[src/rtl/perceptron_run_ctrl.sv]
// Purpose: sequences the perceptron network's write/train/evaluate strobes across up to six letters and captures each result.
// Latency: the first strobe appears the cycle after start is sampled; a letter takes 2*PHASE_CYC+2 cycles.
// Backpressure: none; start is ignored while busy, and abort or reset returns the block to idle on the next cycle.
module perceptron_run_ctrl #(
    parameter int PHASE_CYC = 12,
    parameter int N_LETTERS = 6,
    parameter int OUT_W     = 8
) (
    input  logic             clk,
    input  logic             reset,
    input  logic             start,
    input  logic             train_en,
    input  logic             abort,
    input  logic [OUT_W-1:0] net_out,
    output logic             write,
    output logic             atrain,
    output logic             gtrain,
    output logic             goa,
    output logic             gog,
    output logic [5:0]       letter_sel,
    output logic             busy,
    output logic             res_valid,
    output logic [2:0]       res_idx,
    output logic [OUT_W-1:0] res_data,
    output logic             done
);

    typedef enum logic [2:0] {
        S_IDLE,
        S_WRITE,
        S_TRAIN,
        S_SEL,
        S_GOA,
        S_GOG,
        S_CAPT,
        S_DONE
    } state_t;

    localparam logic [7:0] PHASE_LAST  = 8'(PHASE_CYC - 1);
    localparam logic [2:0] LETTER_LAST = 3'(N_LETTERS - 1);

    state_t     state;
    state_t     nxt;
    logic [7:0] cnt;
    logic [7:0] nxt_cnt;
    logic [2:0] idx;
    logic [2:0] nxt_idx;
    logic       phase_end;
    logic       in_phase;
    logic       cap_en;

    logic       write_d;
    logic       train_d;
    logic       goa_d;
    logic       gog_d;
    logic [5:0] sel_d;
    logic       busy_d;
    logic       rv_d;
    logic [2:0] ridx_d;
    logic       done_d;

    assign phase_end = (cnt == PHASE_LAST);
    assign in_phase  = (state == S_WRITE) || (state == S_TRAIN) ||
                       (state == S_GOA)   || (state == S_GOG);
    assign cap_en    = (state == S_GOG) && phase_end && !abort;

    always_comb begin
        nxt = state;
        unique case (state)
            S_IDLE:  if (start) nxt = train_en ? S_WRITE : S_SEL;
            S_WRITE: if (phase_end) nxt = S_TRAIN;
            S_TRAIN: if (phase_end) nxt = S_SEL;
            S_SEL:   nxt = S_GOA;
            S_GOA:   if (phase_end) nxt = S_GOG;
            S_GOG:   if (phase_end) nxt = S_CAPT;
            S_CAPT:  nxt = (idx == LETTER_LAST) ? S_DONE : S_SEL;
            S_DONE:  nxt = S_IDLE;
            default: nxt = S_IDLE;
        endcase
        // abort has priority over everything, including a start seen in idle
        if (abort) nxt = S_IDLE;
    end

    always_comb begin
        nxt_idx = idx;
        if (nxt == S_IDLE) begin
            nxt_idx = 3'd0;
        end else if (state == S_CAPT && nxt == S_SEL) begin
            nxt_idx = idx + 3'd1;
        end

        nxt_cnt = cnt;
        if (nxt != state) begin
            nxt_cnt = 8'd0;
        end else if (in_phase && !phase_end) begin
            nxt_cnt = cnt + 8'd1;
        end
    end

    // outputs are decoded from the next state so they line up with the state they describe
    always_comb begin
        write_d = (nxt == S_WRITE);
        train_d = (nxt == S_TRAIN);
        goa_d   = (nxt == S_GOA);
        gog_d   = (nxt == S_GOG);
        busy_d  = (nxt != S_IDLE);
        done_d  = (nxt == S_DONE);
        rv_d    = (nxt == S_CAPT);
        ridx_d  = rv_d ? nxt_idx : 3'd0;
        sel_d   = 6'd0;
        if (nxt == S_SEL || nxt == S_GOA || nxt == S_GOG || nxt == S_CAPT) begin
            sel_d = 6'd1 << nxt_idx;
        end
    end

    always_ff @(posedge clk) begin
        if (reset) begin
            state      <= S_IDLE;
            cnt        <= 8'd0;
            idx        <= 3'd0;
            write      <= 1'b0;
            atrain     <= 1'b0;
            gtrain     <= 1'b0;
            goa        <= 1'b0;
            gog        <= 1'b0;
            letter_sel <= 6'd0;
            busy       <= 1'b0;
            res_valid  <= 1'b0;
            res_idx    <= 3'd0;
            res_data   <= '0;
            done       <= 1'b0;
        end else begin
            state      <= nxt;
            cnt        <= nxt_cnt;
            idx        <= nxt_idx;
            write      <= write_d;
            atrain     <= train_d;
            gtrain     <= train_d;
            goa        <= goa_d;
            gog        <= gog_d;
            letter_sel <= sel_d;
            busy       <= busy_d;
            res_valid  <= rv_d;
            res_idx    <= ridx_d;
            done       <= done_d;
            // res_data is held across abort; only a completed letter overwrites it
            if (cap_en) res_data <= net_out;
        end
    end

endmodule

[config.mk]
export PLATFORM = sky130hd
export DESIGN_NAME = perceptron_run_ctrl
export DESIGN_NICKNAME = d
export VERILOG_FILES = /design/src/rtl/perceptron_run_ctrl.sv
export SDC_FILE = /design/constraint.sdc
export NUM_CORES = 1
export LEC_CHECK = 0
export CELL_PAD_IN_SITES_DETAIL_PLACEMENT = 1
export CELL_PAD_IN_SITES_GLOBAL_PLACEMENT = 1
export CORE_ASPECT_RATIO = 0.5
export CORE_MARGIN = 5
export CORE_UTILIZATION = 34
export CTS_CLUSTER_DIAMETER = 100
export DETAILED_ROUTE_END_ITERATION = 10
export GPL_TIMING_DRIVEN = 0
export PLACE_DENSITY = 0.72
export SETUP_SLACK_MARGIN = 0.5
export SLEW_MARGIN = 20
export SYNTH_ARGS = -nofsm -noshare
export SYNTH_HDL_FRONTEND = slang
export SYNTH_SLANG_ARGS = --single-unit
[constraint.sdc]
create_clock -name clk -period 2.1 [get_ports clk]
set_clock_uncertainty 0.05 [all_clocks]
set_input_delay 0.42 -clock clk [delete_from_list [all_inputs] [get_ports clk]]
set_output_delay 0.42 -clock clk [all_outputs]
set_load 0.05 [all_outputs]
; Word level (Yosys, flattened, before mapping)
; Cells that the tools add are included.
[word_totals]
word_cells = 64
reg_bits = 38
inputBits = 13
out_inout_bits = 25
[classes]
add_sub_neg = 2
n_eq_ne = 17
n_reduce_logical = 18
shift = 1
muxes = 11
bitwise = 2
[ops]
columns = op, n
row1 = $eq 3x3->1 const B, 9
row2 = $mux 3, 9
row3 = $pmux 3 s8, 1
row4 = $eq 3x2->1 const B, 4
row5 = $add 8x1->8 const B, 1
row6 = $eq 8x4->1 const B, 1
row7 = $eq 3x1->1 const B, 2
row8 = $logic_not 3->1, 2
row9 = $logic_or 1x1->1, 6
row10 = $reduce_or 2->1, 3
row11 = $shl 1x3->6 const A, 1
row12 = $logic_and 1x1->1, 4
row13 = $add 3x1->3 const B, 1
row14 = $ne 3x3->1, 1
row15 = $reduce_bool 3->1, 1
row16 = $logic_not 1->1, 2
row17 = $mux 2, 1
row18 = $not 1->1, 2

; Depth between registers and ports, before layout
[logic_depth]
depth_word = 10
mapped_depth = 8
depth_no_buf = 7

; Worst setup path after synthesis
; No wires, ideal clock.
[synth_path]
path_type = reg2reg
startpoint = register cnt[0]
endpoint = register cnt[1]
n_path_buf = 0
synth_period_minus_slack_ns = 2.139
required_ns = 1.985
setup_slack_ns = -0.039
path_stages_with_launch = 7
t_arrival_ns = 2.024
setup_ns = 0.065
path_cell_list = dfxtp_1 > ha_1 > nor4b_2 > a21oi_1 > a22oi_1 > mux2_1 > nor2_1
[synth_between]
elab_chain_len = 6
elab_cells_between_ends = 12
classes_between = 1 x add/sub / 2 x eq/ne / 6 x mux / 3 x reduce/logical
[synth_lines]
columns = element, line_no
row1 = from (decl), 44  ; logic [7:0] cnt;
row2 = from (signal assigned), 134  ; cnt <= nxt_cnt;
row3 = $eq 8x4->1, 62  ; assign phase_end = (cnt == PHASE_LAST);
row4 = $mux 3 (on tied branches), -
row5 = $pmux 3 s8, 69  ; unique case (state)
row6 = $mux 3, 81  ; if (abort) nxt = S_IDLE;
row7 = $ne 3x3->1, 93  ; if (nxt != state) begin
row8 = $reduce_or 2->1 (no line), -
; Parallel ways exist; a longest one is shown, timed or not.
; A chain may end at the register's enable or synchronous reset.

; Worst setup path after layout
[layout_path]
startpoint = register cnt[1]
endpoint = register letter_sel[0]
[layout_between]
elab_chain_len = 10
elab_cells_between_ends = 21
classes_between = 5 x eq/ne / 1 x shift / 8 x mux / 1 x bitwise / 6 x reduce/logical
[layout_lines]
columns = element, line_no
row1 = $eq 8x4->1 *, 62
row2 = $mux 3 (on tied branches), -
row3 = $pmux 3 s8 *, 69
row4 = $mux 3 *, 81
row5 = branches (longest 6 deep; another with $shl 1x3->6), -
row6 = to (signal assigned), 141  ; letter_sel <= sel_d;
row7 = to (decl), 20  ; output logic [5:0] letter_sel,
; Mark *: on every way between the ends.

==> flow_summary_export.csv <==
group,metric,value,unit
route,drc,0,
yosys,syn_area,1740,µm²
worst_setup_path,reg2reg_to,"letter_sel[0]",
worst_hold_path,hp-class,"flop to flop",
die,die_h,60.6,µm
timing,worstMarginPinSlew,494,ps
worst_setup_path,cp.required,2220,ps
die,chipWidth,111,µm
yosys,synth_mux_area_frac,0.0640,
worst_setup_path,slowest_delay,450,ps
timing,relSlewSlack,0.669,
final_layout,final_util,0.574,
power,vdd_drop_max,0.259,mV
yosys,synth_seq_area_share,0.437,
yosys,synth_edf_count,0,
timing,clock.fmax,482,MHz
yosys,synthCells,189,
timing,final_max_slew_viol_count,0,
worst_setup_path,crit_start,"cnt[1]",
grt,grt_pass1_vias,1766,
yosys,yosys.area_share.simple,0.276,
clock_network,clkTransAtPathRegs,80,ps
clock_network,root_buffer,"clkbuf_8",
worst_setup_path,reg2reg_depth,9,
yosys,synth.distinct_cells,51,
worst_setup_path,cpMostUsedCell,"buf_6",
yosys,syn_area_per_cell,9.20,µm²
clock_network,cts_max_path_buffers,2,
worst_setup_path,crit_chain,"ha_4, nor4b_4, buf_4, buf_6, buf_6, a22oi_2, nor3_2, o311ai_2, nor2_1",
place,gp_congestion,0.797,
route,vias,1729,
yosys,async_flop_share,0,
timing,finalCriticalPeriod,2070,ps
clock_network,htree_levels,2,
power,internal_power,1.24,mW
power,switchingPower,399,µW
die,num_rows,18,
worst_setup_path,worst_path_max_delay_cell,"o311ai_2",
power,p_leak,1.09,nW
yosys,ys_seq_elements,38,
power,power_density,579,nW/µm²
final_layout,nets,276,
clock_network,cts_sinks,38,
yosys,yosys_warnings,0,
yosys,synth_compound_area_frac,0.118,
yosys,synthFlopType,"dfxtp_1",
grt,grt_max_degree,14,
route,drt_wl_total,5800,µm
route,drtAntennaViolNets,0,
final_layout,nFillCells,530,
yosys,synth-adder-area-share,0.0216,
place,io_buffers,37,
clock_network,cts_tree,"done",
yosys,synth_top_family_by_area,"simple AND/OR/NAND/NOR gates",
die,dieArea,6730,µm²
route,drtIter0Drc,66,
power,comb_power_share,0.117,
die,initial_utilization,0.353,
clock_network,clk_latency,300,ps
route,viasPerCell,5.22,
die,coreArea,4930,µm²
route,drt_pass1_iterations,4,
worst_setup_path,arrival,2190,ps
grt,antenna_found_initial,0,
run_status,status,"finished, final reports clean",
worst_setup_path,reg2reg_from,"cnt[1]",
worst_setup_path,startpoint_type,"flop",
worst_setup_path,path_class,"flop to flop",
worst_setup_path,cp_max_fo,5,
route,wire_per_inst,17.5,µm
power,p_sw_frac,0.243,
clock_network,hold_buffers,0,
power,p_total,1.64,mW
worst_setup_path,endpoint_kind,"flop",
power,seq_power_share,0.446,
yosys,syn_nets,205,
place,dp_hpwl,3480,µm
final_layout,multi_input_area,1170,µm²
final_layout,drive_gt1_frac,0.490,
final_layout,diodes,0,
timing,rsz0062_at_grt,"true",
timing,timing.hold.ws,461,ps
flow_run,max-cap-violations,0,
die,io_pins,38,
grt,grt_pass1_wl,8850,µm
timing,setup_viol,0,
timing,hold_viol,0,
grt,globalRoute.totalOverflow,0,
timing,fin_crit_sh,0.987,
power,p_clk_frac,0.437,
yosys,synth_xor_area_frac,0.0353,
worst_setup_path,ff2ff_setup_slack,30,ps
worst_setup_path,setup.worst_path.end,"letter_sel[0]",
clock_network,numCtsBuffers,5,
final_layout,syn2layout_area_growth,62.9,%
final_layout,regArea,773,µm²
grt,grt.total_usage,0.168,
## cell usage after synthesis, drive strengths merged (2+ instances only)
library cell  number  share of area
dfxtp             38           0.44
nor2              30          0.065
nor3              11          0.032
mux2i             10          0.058
clkbuf             7          0.015
nand2              6          0.013
nand4              6          0.022
xor2               6          0.030
nor3b              5          0.022
a21oi              4          0.012
and3               4          0.014
buf                4          0.018
inv                4         0.0086
a211oi             3          0.016
a31oi              3          0.011
and2               3          0.013
ha                 3          0.022
nand2b             3          0.011
nand4b             3          0.015
nor4               3          0.011
o21ai              3         0.0086
or2                3          0.011
a2111o             2          0.013
a22o               2          0.011
a22oi              2         0.0086
a2bb2oi            2          0.010
nand3              2         0.0058
## metal layers
metal / share of wire / GRT usage / vias up / routed length (µm)
met5: 0 / 0 / - / 0
met4: 0.014 / 0.0589 / 0 / 79
met3: 0.025 / 0.0319 / 9 / 143
met2: 0.52 / 0.322 / 38 / 3040
met1: 0.44 / 0.195 / 860 / 2530
li1: - / - / 822 / -
## state kept, by name, summed over array words and instances, names as in the netlist
signal and cells:
res_idx 3, state 3, done 1, res_data 8
goa 1, busy 1, write 1, gog 1
res_valid 1, letter_sel 6, cnt 8, idx 3
gtrain 1
## critical path, delay by kind of cell, from the launching register on
kind / cells / cell delay (ps)
compound gates: 2 / 670
buf+inv: 3 / 390
flops: 1 / 360
simple gates: 3 / 320
fa+ha+maj: 1 / 150
## area by class of cell
cell class / count / share of cell area
Inverter: 4 / 0.00530
Buffer: 12 / 0.0309
Multi-Input combinational cell: 135 / 0.412
Sequential cell: 38 / 0.273
Tap cell: 70 / 0.0309
Clock buffer: 6 / 0.0331
Timing Repair Buffer: 64 / 0.201
Clock inverter: 2 / 0.0137
## power by group through the flow
stage / logic (mW) / clock network [mW] / registers [mW]
2_1_floorplan: 0.0736 / 0 / 0.762
3_3_place_gp: 0.138 / 0 / 0.750
3_5_place_dp: 0.142 / 0 / 0.750
4_1_cts: 0.167 / 0.725 / 0.732
5_1_grt: 0.205 / 0.758 / 0.733
6_report: 0.192 / 0.716 / 0.731
## kinds of logic (layout without fill, tap and decap cells)
| kind of cell | after synthesis | in the layout |
|---|---|---|
| compound gates | 27 | 27 |
| xor+xnor | 7 | 7 |
| fa+ha+maj | 3 | 3 |
| buf+inv | 16 | 88 |
| flops | 38 | 38 |
| mux | 11 | 11 |
| simple gates | 87 | 87 |
## worst min-delay path by stage
stage / start / endpoint / slack (ps) / cells after the start
final: res_data[2] / res_data[2] / 460 / 2
after global routing: res_data[6] / res_data[6] / 520 / 2
after CTS: res_data[4] / res_data[4] / 460 / 2
after detailed placement: res_data[4] / res_data[4] / 440 / 2
after global placement: res_data[7] / res_data[7] / 430 / 2
after floorplan: reset / state[2] / 460 / 1
## repair_timing
action | CTS | global route
pin swaps | 12 | 13
setup endpoints to repair | 63 | 47
cloned | 0 | 0
setup buffers | 20 | 7
resized for setup | 93 | 45
## metrics by stage
stage | std cells | area [µm²] | worst slack [ps] | TNS [ps]
after floorplan | 189 | 1850 | 151 | 0
final | 331 | 2830 | 27.4 | 0
after CTS | 324 | 2710 | 63.4 | 0
after global routing | 331 | 2830 | -69.8 | -155
after detailed placement | 296 | 2310 | -449 | -9950
after global placement | 296 | 2310 | -428 | -8900
## cells in the final DEF (no fill, tap or decap), types with 3 or more instances in the layout
master and n:
clkdlybuf4s50_1 10, nand2b_1 3, dfxtp_2 4, nor3_2 7
inv_1 3, buf_4 22, nor2_4 5, nor3_1 4
clkbuf_2 14, a21oi_2 3, clkdlybuf4s15_1 4, clkbuf_8 6
nand4_1 6, xor2_1 6, nand4b_1 3, clkdlybuf4s15_2 12
mux2i_1 10, nor2_2 8, nor2_1 17, nand2_1 5
dfxtp_1 32, buf_6 9
No activity file was read; power rests on OpenSTA's default activity.
